`src/rtl/tinyml_cam_pkg.sv`:
```
// tinyml_cam_pkg: shared types and constants for the camera frame-capture sequencer.
//   state_e    : capture FSM state encoding
//   XY_W       : width of the scaler in_x/in_y coordinates
//   BEAT_CNT_W : width of the scaler output beat counter
//   exp_beats  : expected scaler output beats for a given input frame size
package tinyml_cam_pkg;

    typedef enum logic [2:0] {
        ST_IDLE    = 3'd0,
        ST_ARMED   = 3'd1,
        ST_CAPTURE = 3'd2,
        ST_DRAIN   = 3'd3,
        ST_DONE    = 3'd4
    } state_e;

    localparam int XY_W       = 11;
    localparam int BEAT_CNT_W = 20;

    function automatic int exp_beats(input int width, input int height);
        return (width / 4) * (height / 2);
    endfunction

endpackage

```
`src/rtl/tinyml_cam_xy_counter.sv`:
```
// tinyml_cam_xy_counter: beat/line position counter for a 2PPC camera frame.
// Ports:
//   clk, rst_n : clock, synchronous active-low reset
//   clr        : frame-start strobe, returns the position to (0,0)
//   en         : count one beat this cycle
//   x, y       : current beat index within the line, current line index
//   last       : en on the final beat of the frame
module tinyml_cam_xy_counter
    import tinyml_cam_pkg::*;
#(
    parameter int BPL   = 540,
    parameter int LINES = 1080
) (
    input  logic            clk,
    input  logic            rst_n,
    input  logic            clr,
    input  logic            en,
    output logic [XY_W-1:0] x,
    output logic [XY_W-1:0] y,
    output logic            last
);

    localparam logic [XY_W-1:0] X_LAST = XY_W'(BPL - 1);
    localparam logic [XY_W-1:0] Y_LAST = XY_W'(LINES - 1);

    logic [XY_W-1:0] x_q, x_d, y_q, y_d;
    logic            x_end;

    always_comb begin
        x_end = x_q == X_LAST;
        last  = en & x_end & (y_q == Y_LAST);
        x_d   = clr ? '0 : en ? (x_end ? '0 : x_q + 1'b1) : x_q;
        y_d   = clr ? '0 : (en & x_end) ? y_q + 1'b1 : y_q;
    end

    always_ff @(posedge clk) begin
        if (!rst_n) begin
            x_q <= '0;
            y_q <= '0;
        end else begin
            x_q <= x_d;
            y_q <= y_d;
        end
    end

    assign x = x_q;
    assign y = y_q;

endmodule

```
`src/rtl/tinyml_cam_scale_frame_ctrl.sv`:
```
// tinyml_cam_scale_frame_ctrl: single-frame capture sequencer in front of the 2PPC 2x scaler.
// Arms on cap_start, aligns to the next camera frame start, feeds exactly one frame to the
// scaler with beat coordinates, then checks the scaler output beat count and pulses cap_done.
// Ports:
//   clk, rst_n                 : clock, synchronous active-low reset
//   cam_vs, cam_valid          : camera vsync level (rising edge = frame start), beat valid
//   cam_r/g/b                  : camera pixel pair per colour
//   cap_start, cap_abort       : capture request / abandon pulses
//   cap_busy, cap_done, cap_err: status (busy level, done pulse, sticky error)
//   scl_rst_n                  : scaler reset, released only while a frame is in flight
//   scl_in_valid, scl_in_x/y   : scaler input strobe and beat coordinates
//   scl_r/g/b                  : scaler pixel pair per colour
//   scl_out_valid, ds_ready    : scaler output strobe, downstream ready
//   ovf_flag                   : sticky, scaler output seen while downstream not ready
//   drop_cnt                   : only with TINYML_CAM_FRAME_CTRL_DROP_CNT_EN, saturating drop count
module tinyml_cam_scale_frame_ctrl
    import tinyml_cam_pkg::*;
#(
    parameter int P_DEPTH         = 8,
    parameter int IN_FRAME_WIDTH  = 1080,
    parameter int IN_FRAME_HEIGHT = 1080
) (
    input  logic                 clk,
    input  logic                 rst_n,
    input  logic                 cam_vs,
    input  logic                 cam_valid,
    input  logic [2*P_DEPTH-1:0] cam_r,
    input  logic [2*P_DEPTH-1:0] cam_g,
    input  logic [2*P_DEPTH-1:0] cam_b,
    input  logic                 cap_start,
    input  logic                 cap_abort,
    output logic                 cap_busy,
    output logic                 cap_done,
    output logic                 cap_err,
    output logic                 scl_rst_n,
    output logic                 scl_in_valid,
    output logic [XY_W-1:0]      scl_in_x,
    output logic [XY_W-1:0]      scl_in_y,
    output logic [2*P_DEPTH-1:0] scl_r,
    output logic [2*P_DEPTH-1:0] scl_g,
    output logic [2*P_DEPTH-1:0] scl_b,
    input  logic                 scl_out_valid,
    input  logic                 ds_ready,
    output logic                 ovf_flag
`ifdef TINYML_CAM_FRAME_CTRL_DROP_CNT_EN
    ,
    output logic [15:0]          drop_cnt
`endif
);

    localparam int                    BPL = IN_FRAME_WIDTH / 2;
    localparam logic [BEAT_CNT_W-1:0] EXP = BEAT_CNT_W'(exp_beats(IN_FRAME_WIDTH, IN_FRAME_HEIGHT));

    state_e                 state_q, state_d;
    logic                   vs_q;
    logic                   drain_q, drain_d;
    logic [BEAT_CNT_W-1:0]  beat_q, beat_d;
    logic                   err_q, err_d;
    logic                   ovf_q, ovf_d;
    logic                   busy_q, busy_d;
    logic                   done_q, done_d;
    logic                   srst_n_q, srst_n_d;
    logic                   in_valid_q, in_valid_d;
    logic [XY_W-1:0]        in_x_q, in_y_q;
    logic [2*P_DEPTH-1:0]   r_q, g_q, b_q;

    logic                   fs, in_cap, drop, start_acc, last;
    logic [XY_W-1:0]        x, y;

    tinyml_cam_xy_counter #(
        .BPL   (BPL),
        .LINES (IN_FRAME_HEIGHT)
    ) u_xy (
        .clk   (clk),
        .rst_n (rst_n),
        .clr   (fs),
        .en    (cam_valid & in_cap),
        .x     (x),
        .y     (y),
        .last  (last)
    );

    always_comb begin
        fs        = cam_vs & ~vs_q;
        in_cap    = state_q == ST_CAPTURE;
        drop      = scl_out_valid & ~ds_ready;
        start_acc = (state_q == ST_IDLE) & cap_start & ~cap_abort;
        state_d   = state_q;
        drain_d   = drain_q;
        err_d     = err_q;
        beat_d    = (scl_out_valid && (state_q == ST_CAPTURE || state_q == ST_DRAIN)) ? beat_q + 1'b1 : beat_q;
        case (state_q)
            ST_IDLE: begin
                if (start_acc) begin
                    state_d = ST_ARMED;
                    beat_d  = '0;
                    err_d   = 1'b0;
                end
            end
            ST_ARMED: begin
                if (fs) state_d = ST_CAPTURE;
            end
            ST_CAPTURE: begin
                // The final beat takes priority over a coincident frame start.
                if (last) begin
                    state_d = ST_DRAIN;
                    drain_d = 1'b0;
                end else if (fs) begin
                    state_d = ST_DONE;
                    err_d   = 1'b1;
                end
            end
            ST_DRAIN: begin
                // Two cycles cover the scaler latency; the count includes this cycle's output beat.
                if (drain_q) begin
                    state_d = ST_DONE;
                    err_d   = err_q | (beat_d != EXP);
                end else begin
                    drain_d = 1'b1;
                end
            end
            ST_DONE: state_d = ST_IDLE;
            default: state_d = ST_IDLE;
        endcase
        if (cap_abort) state_d = ST_IDLE;
        ovf_d      = (start_acc ? 1'b0 : ovf_q) | drop;
        busy_d     = state_d inside {ST_ARMED, ST_CAPTURE, ST_DRAIN};
        done_d     = state_d == ST_DONE;
        srst_n_d   = state_d inside {ST_CAPTURE, ST_DRAIN};
        // An abort also suppresses the beat presented alongside it.
        in_valid_d = cam_valid & in_cap & ~cap_abort;
    end

`ifdef TINYML_CAM_FRAME_CTRL_DROP_CNT_EN
    logic [15:0] drop_cnt_q, drop_cnt_d;

    always_comb begin
        drop_cnt_d = start_acc ? 16'd0 : drop_cnt_q;
        drop_cnt_d = (drop && drop_cnt_d != 16'hFFFF) ? drop_cnt_d + 16'd1 : drop_cnt_d;
    end

    always_ff @(posedge clk) begin
        if (!rst_n) drop_cnt_q <= '0;
        else        drop_cnt_q <= drop_cnt_d;
    end

    assign drop_cnt = drop_cnt_q;
`endif

    always_ff @(posedge clk) begin
        if (!rst_n) begin
            state_q    <= ST_IDLE;
            vs_q       <= 1'b0;
            drain_q    <= 1'b0;
            beat_q     <= '0;
            err_q      <= 1'b0;
            ovf_q      <= 1'b0;
            busy_q     <= 1'b0;
            done_q     <= 1'b0;
            srst_n_q   <= 1'b0;
            in_valid_q <= 1'b0;
            in_x_q     <= '0;
            in_y_q     <= '0;
            r_q        <= '0;
            g_q        <= '0;
            b_q        <= '0;
        end else begin
            state_q    <= state_d;
            vs_q       <= cam_vs;
            drain_q    <= drain_d;
            beat_q     <= beat_d;
            err_q      <= err_d;
            ovf_q      <= ovf_d;
            busy_q     <= busy_d;
            done_q     <= done_d;
            srst_n_q   <= srst_n_d;
            in_valid_q <= in_valid_d;
            in_x_q     <= x;
            in_y_q     <= y;
            r_q        <= cam_r;
            g_q        <= cam_g;
            b_q        <= cam_b;
        end
    end

    assign cap_busy     = busy_q;
    assign cap_done     = done_q;
    assign cap_err      = err_q;
    assign scl_rst_n    = srst_n_q;
    assign scl_in_valid = in_valid_q;
    assign scl_in_x     = in_x_q;
    assign scl_in_y     = in_y_q;
    assign scl_r        = r_q;
    assign scl_g        = g_q;
    assign scl_b        = b_q;
    assign ovf_flag     = ovf_q;

endmodule

```
`config.mk`:
```
export PLATFORM = sky130hd
export DESIGN_NAME = tinyml_cam_scale_frame_ctrl
export DESIGN_NICKNAME = d
export VERILOG_FILES = /design/src/rtl/tinyml_cam_pkg.sv /design/src/rtl/tinyml_cam_xy_counter.sv /design/src/rtl/tinyml_cam_scale_frame_ctrl.sv
export SDC_FILE = /design/constraint.sdc
export NUM_CORES = 1
export LEC_CHECK = 0
export ABC_AREA = 1
export BUFFER_PORTS_ARGS = -buffer_cell sky130_fd_sc_hd__buf_4
export CORE_ASPECT_RATIO = 0.9
export CORE_MARGIN = 2
export CORE_UTILIZATION = 30
export CTS_BUF_LIST = sky130_fd_sc_hd__clkbuf_4
export CTS_CLUSTER_DIAMETER = 150
export CTS_CLUSTER_SIZE = 28
export DETAILED_ROUTE_END_ITERATION = 16
export SYNTH_ARGS = -nofsm -noshare
export SYNTH_HDL_FRONTEND = slang
export SYNTH_SLANG_ARGS = --single-unit
```
`constraint.sdc`:
```
create_clock -name clk -period 2.1 [get_ports clk]
set_input_delay 0.525 -clock clk [delete_from_list [all_inputs] [get_ports clk]]
set_output_delay 0.525 -clock clk [all_outputs]
set_load 0.03 [all_outputs]
```
# == Word-level counts from Yosys, hierarchy flattened ==
# Cells that the tools add are included.
# classes
addsub,3
eq_ne,15
mux,19
n_bitwise,14
n_reduce_logical,10
# op_table
cell,n
20-bit two-way mux,3
11-bit by 1-bit adder with 11-bit output (second input constant),2
20-bit by 1-bit adder with 20-bit output (second input constant),1
20-bit by 18-bit inequality test with 1-bit output (second input constant),1
3-bit two-way mux,6
3-bit by 2-bit == test with 1-bit output (second input constant),4
3-bit one-hot mux with 4 select lines,1
11-bit by 10-bit == test with 1-bit output (second input constant),1
11-bit == test (second input constant),1
11-bit two-way mux,1
1-bit AND,8
3-bit by 1-bit == test with 1-bit output (second input constant),2
1-bit two-way mux,6
2-bit inequality test (second input constant),3
3-bit nonzero test,2
5-bit AND reduction,1
2-bit by 1-bit inequality test with 1-bit output (second input constant),2
1-bit inverter,4
2-bit nonzero test,2
3-bit == test (second input constant),1
3-bit zero test,1
1-bit one-hot mux with 3 select lines,1
1-bit bitwise OR,2
1-bit one-hot mux with 2 select lines,1
other kinds (4),4
# word_totals
regBits,123
output_inout_bits,76
elab_cells,78

# == Longest topological paths before layout ==
# Gate-level depths: netlist of the first run.
# logic_depth
ltp_word,9
ltp_mapped,14
mapped_depth_nobuf,14

# == Hierarchy ==
# Synthesis of the first run repeated with hierarchy kept, for this count alone.
# unflattened
cells_unflattened,650
area_unflattened_um2,4907.2
# by_module_without_submodules
mod,n_inst,cells_per_inst,area_each_um2,seq_area_each_um2
tinyml_cam_scale_frame_ctrl,1,460,3638.5,2021.9
tinyml_cam_xy_counter,1,190,1268.7,440.4

# == Least setup slack after synthesis of the first run ==
# OpenSTA, ideal clock, no wires.
# synth_timing
path_kind,register -> register
start,register beat_q[0]
end,register err_q (netlist: cap_err)
setup_ns,0.131
t_arrival_ns,1.501
path_slack_ns,0.468
stages_incl_launch_ff,12
n_path_buf,0
synth_period_minus_slack_ns,1.632
cell_sequence,dfxtp_1 -> ha_1 -> nand3_2 -> nor2_8 -> xor2_1 -> nand3_1 -> nor2_1 -> nand2_1 -> nor2_1 -> nand3_1 -> nand2_1 -> a21oi_2
# synth_between
elab_chain_len,6
# synth_rtl
element,line_no,rtl
"start, declared",tinyml_cam_scale_frame_ctrl.sv:57,"logic [BEAT_CNT_W-1:0] beat_q, beat_d;"
"start signal, assigned",tinyml_cam_scale_frame_ctrl.sv:171,beat_q <= beat_d;
20-bit by 1-bit adder with 20-bit output,tinyml_cam_scale_frame_ctrl.sv:91,beat_d = (scl_out_valid && (state_q == ST_CAPTURE || state_q == ST_DRAIN)) ? beat_q + 1'b1 : beat_q;
20-bit two-way mux (*),tinyml_cam_scale_frame_ctrl.sv:91,
20-bit by 18-bit inequality test with 1-bit output (*),tinyml_cam_scale_frame_ctrl.sv:117,err_d = err_q | (beat_d != EXP);
1-bit bitwise OR (*),tinyml_cam_scale_frame_ctrl.sv:117,
1-bit two-way mux (*),tinyml_cam_scale_frame_ctrl.sv:115,if (drain_q) begin
1-bit one-hot mux with 3 select lines (*),tinyml_cam_scale_frame_ctrl.sv:92,case (state_q)
"end signal, assigned",tinyml_cam_scale_frame_ctrl.sv:172,err_q <= err_d;
"end, declared",tinyml_cam_scale_frame_ctrl.sv:58,"logic err_q, err_d;"
# Every way passes the cells marked *; elsewhere a longest branch is shown, timed or not. The select of a mux whose other input is x is not followed.
# A chain may end at the register's enable or synchronous reset.

# == Final worst setup path of the first run ==
# layout_timing
start,register u_xy.x_q[0] (netlist: u_xy.x[0])
end,register u_xy.y_q[8] (netlist: u_xy.y[8])
# layout_between
elab_chain_len,2
# layout_rtl
element,line_no,rtl
"start, declared",tinyml_cam_xy_counter.sv:26,"logic [XY_W-1:0] x_q, x_d, y_q, y_d;"
"start signal, assigned",tinyml_cam_xy_counter.sv:38,x_q <= '0;
"start signal, assigned",tinyml_cam_xy_counter.sv:41,x_q <= x_d;
11-bit by 10-bit == test with 1-bit output,tinyml_cam_xy_counter.sv:30,x_end = x_q == X_LAST;
1-bit AND,tinyml_cam_xy_counter.sv:33,y_d = clr ? '0 : (en & x_end) ? y_q + 1'b1 : y_q;
"end signal, assigned",tinyml_cam_xy_counter.sv:42,y_q <= y_d;
"end, declared",tinyml_cam_xy_counter.sv:26,
# No other way between the ends.

==> results of run 1 <==
## flip-flops by register name, indices dropped and copies added, names as in the netlist, 3 cells and up
signal,count
scl_in_x,11
state_q,3
u_xy.x,11
u_xy.y,11
scl_g,16
scl_in_y,11
scl_b,16
beat_q,20
scl_r,16
## kinds of logic (layout without fill, tap and decap cells)
family	Yosys count	in the layout	synth area share
simple gates	293	293	0.293
xor+xnor	10	10	0.0183
buf+inv	145	298	0.117
flops	123	123	0.515
compound gates	42	42	0.0487
fa+ha+maj	3	3	0.00785
other cells	0	1	0
## worst max-delay path by stage
stage	from	endpoint	slack, ps
CTS	beat_q[0]	cap_err	190
global placement	scl_out_valid	cap_err	200
finish	u_xy.x[0]	u_xy.y[8]	250
global route	beat_q[0]	cap_err	10
detailed placement	scl_out_valid	cap_err	160
floorplan	beat_q[0]	cap_err	470
## cell usage in the layout (no fill, tap or decap), types with 2 or more instances in the layout
cell / instances
a21oi_1: 23
buf_4: 135
clkbuf_4: 18
clkinv_1: 3
clkinv_2: 3
clkinv_4: 3
clkinvlp_4: 3
dfxtp_1: 121
dfxtp_2: 2
ha_1: 2
inv_1: 126
inv_2: 6
nand2_1: 149
nand2_2: 6
nand3_1: 24
nand3_2: 5
nand3_4: 2
nand3b_1: 2
nand4_1: 7
nor2_1: 58
nor2_2: 3
nor2_4: 2
nor2_8: 2
nor3_1: 15
nor3_2: 5
nor3b_1: 3
nor4_1: 5
nor4_2: 2
o21ai_0: 11
o21bai_1: 2
xnor2_1: 6
xor2_1: 4
## tightest hold or removal path, stage by stage
cell and delay [ps]:
buf_4 70, nand2_1 40, inv_1 40
## area by class of cell
type / instances / area [um^2] / share of cell area
flip-flops and latches: 123 / 2460 / 0.395
multi-input cells: 348 / 1770 / 0.283
clock buffers: 18 / 135 / 0.0217
well taps: 202 / 253 / 0.0405
inverters: 132 / 495 / 0.0794
repair buffers: 135 / 1010 / 0.162
diodes: 1 / 2.50 / 0.000401
clock inverters: 13 / 105 / 0.0169
## metal layers
layer / vias up / GRT usage / share of wire
li1: 2160 / - / -
met1: 1726 / 0.167 / 0.45
met2: 116 / 0.191 / 0.43
met3: 17 / 0.0716 / 0.10
met4: 0 / 0.0599 / 0.017
met5: - / 0 / 0
## metrics by stage
| stage | instance area (um^2) | cells |
|---|---|---|
| final | 6240 | 972 |
| after global routing | 6240 | 972 |
| after CTS | 6220 | 971 |
| after detailed placement | 5980 | 940 |
| after global placement | 5980 | 940 |
| after floorplan | 4780 | 616 |
## repair_timing
item / CTS / global route
gates resized for setup: 0 / 4
buffers inserted: 0 / 0
endpoints found under the hold margin: 0 / 0
endpoints found under the setup margin: 0 / 1
## power groups by stage
stage               combinational, mW  clock (mW)  sequential (mW)
floorplan                      0.0815           0             2.56
global route                    0.405        1.62             2.41
global placement                0.378           0             2.45
detailed placement              0.380           0             2.45
finish                          0.373        1.45             2.40
CTS                             0.380        1.52             2.40
==> out/results.tsv, run 1 <==
stage	metric	value	unit
sta	Slew @ Worst Pin	476	ps
power	sequential share of power	0.569	
detailed_routing	Routed WL	10800	um
clock_network	Reg clk slew, reported paths	110	ps
power	combinational share of power	0.088	
placement	IO Port Bufs	131	
sta	worst hold margin	160	ps
worst_hold_path	Hold Path Class	in -> reg	
finish	final core occ	0.403	
floorplanning	starting density of the core	0.309	
power	internal power	3.12	mW
global_route	pin count of the biggest net entering global routing	49	
global_route	first-pass GRT wire length	17500	um
clock_network	H-tree depth	4	
synth	Synth Area per Inst	7.77	um^2
clock_network	# hold bufs at CTS	0	
sta	Hold Vio Cnt, Final	0	
synth	Mapped Area	4780	um^2
setup_path	CP required	2530	ps
clock_network	clk_lat worst skew	530	ps
run_status	status	finished, final reports clean	
power	peak supply drop	530	uV
sta	minimum clock period	1850	ps
synth	ys async rst share	0	
placement	HPWL Detailed	8150	um
global_route	vias in the first global route	3684	
sta	Worst Skew	16.8	ps
synth	number of synthesized register bits	123	
clock_network	clock sink total	123	
sta	final worst slack	250	ps
detailed_routing	Remaining DRCs	0	
synth	largest cells by area after synthesis	dfxtp_1 51%, nand2_1 12%, inv_1 9.9%	
synth	Ys Warns	0	
finish	Area Growth Syn to Fin	30.4	%
detailed_routing	DR vias	4019	
sta	fin crit share	0.881	
setup_path	crit-path max FO	8	
worst_hold_path	Hold Crit Start	cam_g[0]	
finish	nets	816	
setup_path	kind of critical path	reg -> reg	
power	Switching Fraction	0.262	
sta	Setup-failing EPs final	0	
setup_path	Crit path arrival time	2280	ps
worst_hold_path	hold path depth	3	
floorplanning	Die Ht	124	um
setup_path	critical path's largest stage delay	400	ps
placement	setup slack after placement	157	ps
sta	fin. max-slew vios	0	
synth	Yosys top cell area share	0.515	
setup_path	r2r endpoint	u_xy.y[8]	
global_route	GRT Residual Overflow	0	
detailed_routing	WL/cell	11.1	um
setup_path	Worst setup SP type	flip-flop	
power	Leak	3.18	nW
synth	Yosys top cell by area	dfxtp_1	
synth	most frequent cell after synthesis	nand2_1	
global_route	initial antenna violation count	1	
synth	Main synth FF type	dfxtp_1	
floorplanning	num rows	43	
clock_network	cts bufs inserted	17	
sta	RSZ-0062 raised after global routing	no	
floorplanning	Core Region	15500	um^2
finish	layout cell share with drive strength beyond 1	0.267	
setup_path	r2r worst-path depth	8	
synth	Post-synth EDFFs	0	
synth	Gate Count Post-Synth	616	
synth	synth cell count leaders	149 x nand2_1, 126 x inv_1, 123 x dfxtp_1	
clock_network	TritonCTS clock tree	built	
detailed_routing	Iteration-0 DRC Markers	188	
setup_path	CP max stage cell	dfxtp_1	
sta	total negative slack	0	ps
synth	library cells used by synthesis	38	
flow_run	Max Cap Viol	0	
sta	Max Clk Rate	540	MHz
floorplanning	io pins	132	
synth	Post-Syn Nets	675	
power	Clk network pwr share	0.343	
detailed_routing	Detailed Routing Iterations Pass 1	5	
sta	Slew headroom	0.683	
floorplanning	DIE AREA	17000	um^2
setup_path	register-to-register setup slack	250	ps
power	pwr/cell area	677	nW/um^2
finish	# fillers	1651	
setup_path	CP endpoint kind	flip-flop	
setup_path	CP delay by family, top	simple AND/OR/NAND/NOR gates	
synth	sequential area share after synthesis	0.515	
setup_path	critical path depth in cells	8	
setup_path	worst path bufs/invs	0	
worst_hold_path	Min-Delay Endpoint	scl_g[0]	
detailed_routing	routed vias/inst	4.13	
power	Sw Pwr	1.11	mW
global_route	gr usage total	0.134	
detailed_routing	Post-DRT Antenna Nets	0	
placement	GP Congestion	0.784	
clock_network	clk buf depth	2	
floorplanning	Die Width	137	um
clock_network	root buffer cell	clkbuf_4	
power	Final Power	4.22	mW
setup_path	worst-path cell chain	ha_1, nand4_1, nor3_2, nand2_2, nor3_1, nand3_1, o21ai_0, a21oi_1	
setup_path	Worst R2R Start	u_xy.x[0]	
Note: power is estimated with default switching activity, not from simulation.
==> run 2, diff against run 1 <==
--- a/config.mk
+++ b/config.mk
@@ -14,6 +14,7 @@
 export CTS_CLUSTER_DIAMETER = 150
 export CTS_CLUSTER_SIZE = 28
 export DETAILED_ROUTE_END_ITERATION = 16
+export SLEW_MARGIN = 10
 export SYNTH_ARGS = -nofsm -noshare
 export SYNTH_HDL_FRONTEND = slang
 export SYNTH_SLANG_ARGS = --single-unit
==> constraint.sdc (replaced) <==
create_clock -name clk -period 2.4 [get_ports clk]
set_input_delay 0.6 -clock clk [delete_from_list [all_inputs] [get_ports clk]]
set_output_delay 0.6 -clock clk [all_outputs]
set_load 0.03 [all_outputs]
==> run 2 against run 1 <==
Against the previous run: clock power is 7% lower; critical path depth increased by 3; critical path type unchanged; flip-flop and latch count stayed put; cell area about the same; sequential power down 12%; largest power group unchanged; utilization about the same; via count barely moved; sequential share of layout area barely moved; worst hold slack gained 81 ps; power down 11%; clock skew decreased by 4.3 ps.
==> out/results.tsv, run 2 (same netlist as run 1, synthesis figures left out) <==
stage	metric	value	unit	change
clock_network	root buffer cell	clkbuf_4		
clock_network	clk buf depth	2		unchanged
sta	fin. max-slew vios	0		unchanged
setup_path	Worst setup SP type	flip-flop		
flow_run	Max Cap Viol	0		unchanged
clock_network	CTS resizes	0		unchanged
sta	Setup-failing EPs final	0		unchanged
global_route	pin count of the biggest net entering global routing	49		unchanged
placement	GP Congestion	0.803		+2.4%
floorplanning	Die Width	137	um	unchanged
floorplanning	starting density of the core	0.309		unchanged
worst_hold_path	hold path depth	3		unchanged
sta	Max Clk Rate	536	MHz	-0.84%
detailed_routing	Remaining DRCs	0		unchanged
global_route	initial antenna violation count	1		unchanged
worst_hold_path	Hold Path Class	in -> reg		
clock_network	cts bufs inserted	17		unchanged
clock_network	TritonCTS clock tree	built		
setup_path	kind of critical path	reg -> reg		
placement	HPWL Detailed	8070	um	-1.0%
power	Leak	3.20	nW	+0.51%
sta	Worst Skew	12.5	ps	-4.28 ps
floorplanning	io pins	132		unchanged
power	Final Power	3.78	mW	-11%
sta	fin crit share	0.777		-0.104
finish	Area Growth Syn to Fin	30.3	%	about the same
sta	minimum clock period	1870	ps	+15.6 ps
floorplanning	DIE AREA	17000	um^2	unchanged
clock_network	Reg clk slew, reported paths	110	ps	about the same
detailed_routing	routed vias/inst	4.15		+0.28%
finish	most frequent cells in the layout	149 x nand2_1, 135 x buf_4, 126 x inv_1		
setup_path	Crit path arrival time	2300	ps	+20 ps
sta	total negative slack	0	ps	unchanged
setup_path	r2r endpoint	u_xy.y[7]		
sta	Hold Vio Cnt, Final	0		unchanged
finish	nets	816		unchanged
setup_path	crit-path max FO	11		+3
clock_network	H-tree depth	4		unchanged
detailed_routing	WL/cell	11.1	um	-0.20%
sta	RSZ-0062 raised after global routing	no		
sta	Slew headroom	0.685		+0.00270
setup_path	Worst R2R Start	state_q[1]		
finish	layout cell share with drive strength beyond 1	0.259		-0.00713
setup_path	register-to-register setup slack	530	ps	+280 ps
clock_network	clk_lat worst skew	530	ps	about the same
finish	max reg flops	20		unchanged
setup_path	r2r worst-path depth	11		+3
placement	IO Port Bufs	131		unchanged
finish	most common cell after layout, fill and taps aside	nand2_1		
floorplanning	Die Ht	124	um	unchanged
global_route	vias in the first global route	3656		-0.76%
run_status	status	finished, final reports clean		
global_route	first-pass GRT wire length	16800	um	-3.8%
detailed_routing	DR vias	4022		+0.075%
floorplanning	num rows	43		unchanged
detailed_routing	Routed WL	10800	um	-0.41%
global_route	GRT Residual Overflow	0		unchanged
sta	Slew @ Worst Pin	472	ps	-4.05 ps
detailed_routing	Post-DRT Antenna Nets	0		unchanged
worst_hold_path	Min-Delay Endpoint	scl_r[5]		
setup_path	CP endpoint kind	flip-flop		
clock_network	postcts setup bufs	0		unchanged
floorplanning	Core Region	15500	um^2	unchanged
finish	largest reg by FF count	beat_q		
global_route	gr usage total	0.129		-0.00555
detailed_routing	Detailed Routing Iterations Pass 1	5		unchanged
worst_hold_path	Hold Crit Start	cam_r[5]		
clock_network	clock sink total	123		unchanged
power	pwr/cell area	606	nW/um^2	-11%
power	peak supply drop	437	uV	-17%
setup_path	CP required	2830	ps	+300 ps
detailed_routing	Iteration-0 DRC Markers	163		-13%
clock_network	# hold bufs at CTS	0		unchanged
==> run 2: metal layers <==
metal / up-vias / track usage / part of all wire
met3: 10 / 0.0700 / 0.098
met4: 0 / 0.0509 / 0.013
li1: 2158 / - / -
met5: - / 0 / 0
met2: 120 / 0.189 / 0.43
met1: 1734 / 0.157 / 0.46
==> run 2: report_power, final <==
group / internal (mW) / leakage [nW] / switching (mW)
registers: 2.09 / 1.00 / 0.0136
clock network: 0.611 / 0.140 / 0.739
logic: 0.135 / 2.05 / 0.191
total: 2.83 / 3.20 / 0.944
==> run 2: critical path: stages (launching register included) <==
cell and delay (ps):
dfxtp_1 450, nand2_2 130, nor2_2 130, nand2_2 170, inv_2 140, nand2_2 130
nor2_4 120, inv_2 60, nor4_4 190, nand3_1 120, nand2_1 80, nor2_1 40
==> run 2: how the worst max path moves through the flow <==
stage | from | to | slack (ps) | depth (start not counted)
6_report | state_q[1] | u_xy.y[7] | 530 | 11
5_1_grt | beat_q[0] | cap_err | 320 | 12
3_3_place_gp | scl_out_valid | cap_err | 440 | 12
3_5_place_dp | scl_out_valid | cap_err | 410 | 12
2_1_floorplan | scl_out_valid | cap_err | 740 | 10
4_1_cts | state_q[1] | u_xy.y[7] | 510 | 11
==> run 2: per-stage QoR <==
step                      instances   util  setup WS, ps  hold slack [ps]  instance area [um^2]
after floorplan                 616      -           735              407                  4780
after global placement          940  0.386           443              418                  5980
after detailed placement        940  0.386           406              425                  5980
after CTS                       969  0.402           508              194                  6230
after global routing            970  0.402           320              190                  6230
final                           970  0.402           534              241                  6230
==> run 2: area by class of cell <==
type / instances / area, um^2
Antenna cell: 1 / 2.50
Timing Repair Buffer: 135 / 1010
Inverter: 132 / 495
Sequential cell: 123 / 2460
Multi-Input combinational cell: 348 / 1760
Clock inverter: 10 / 104
Fill cell: 1603 / 9260
Clock buffer: 19 / 143
Tap cell: 202 / 253
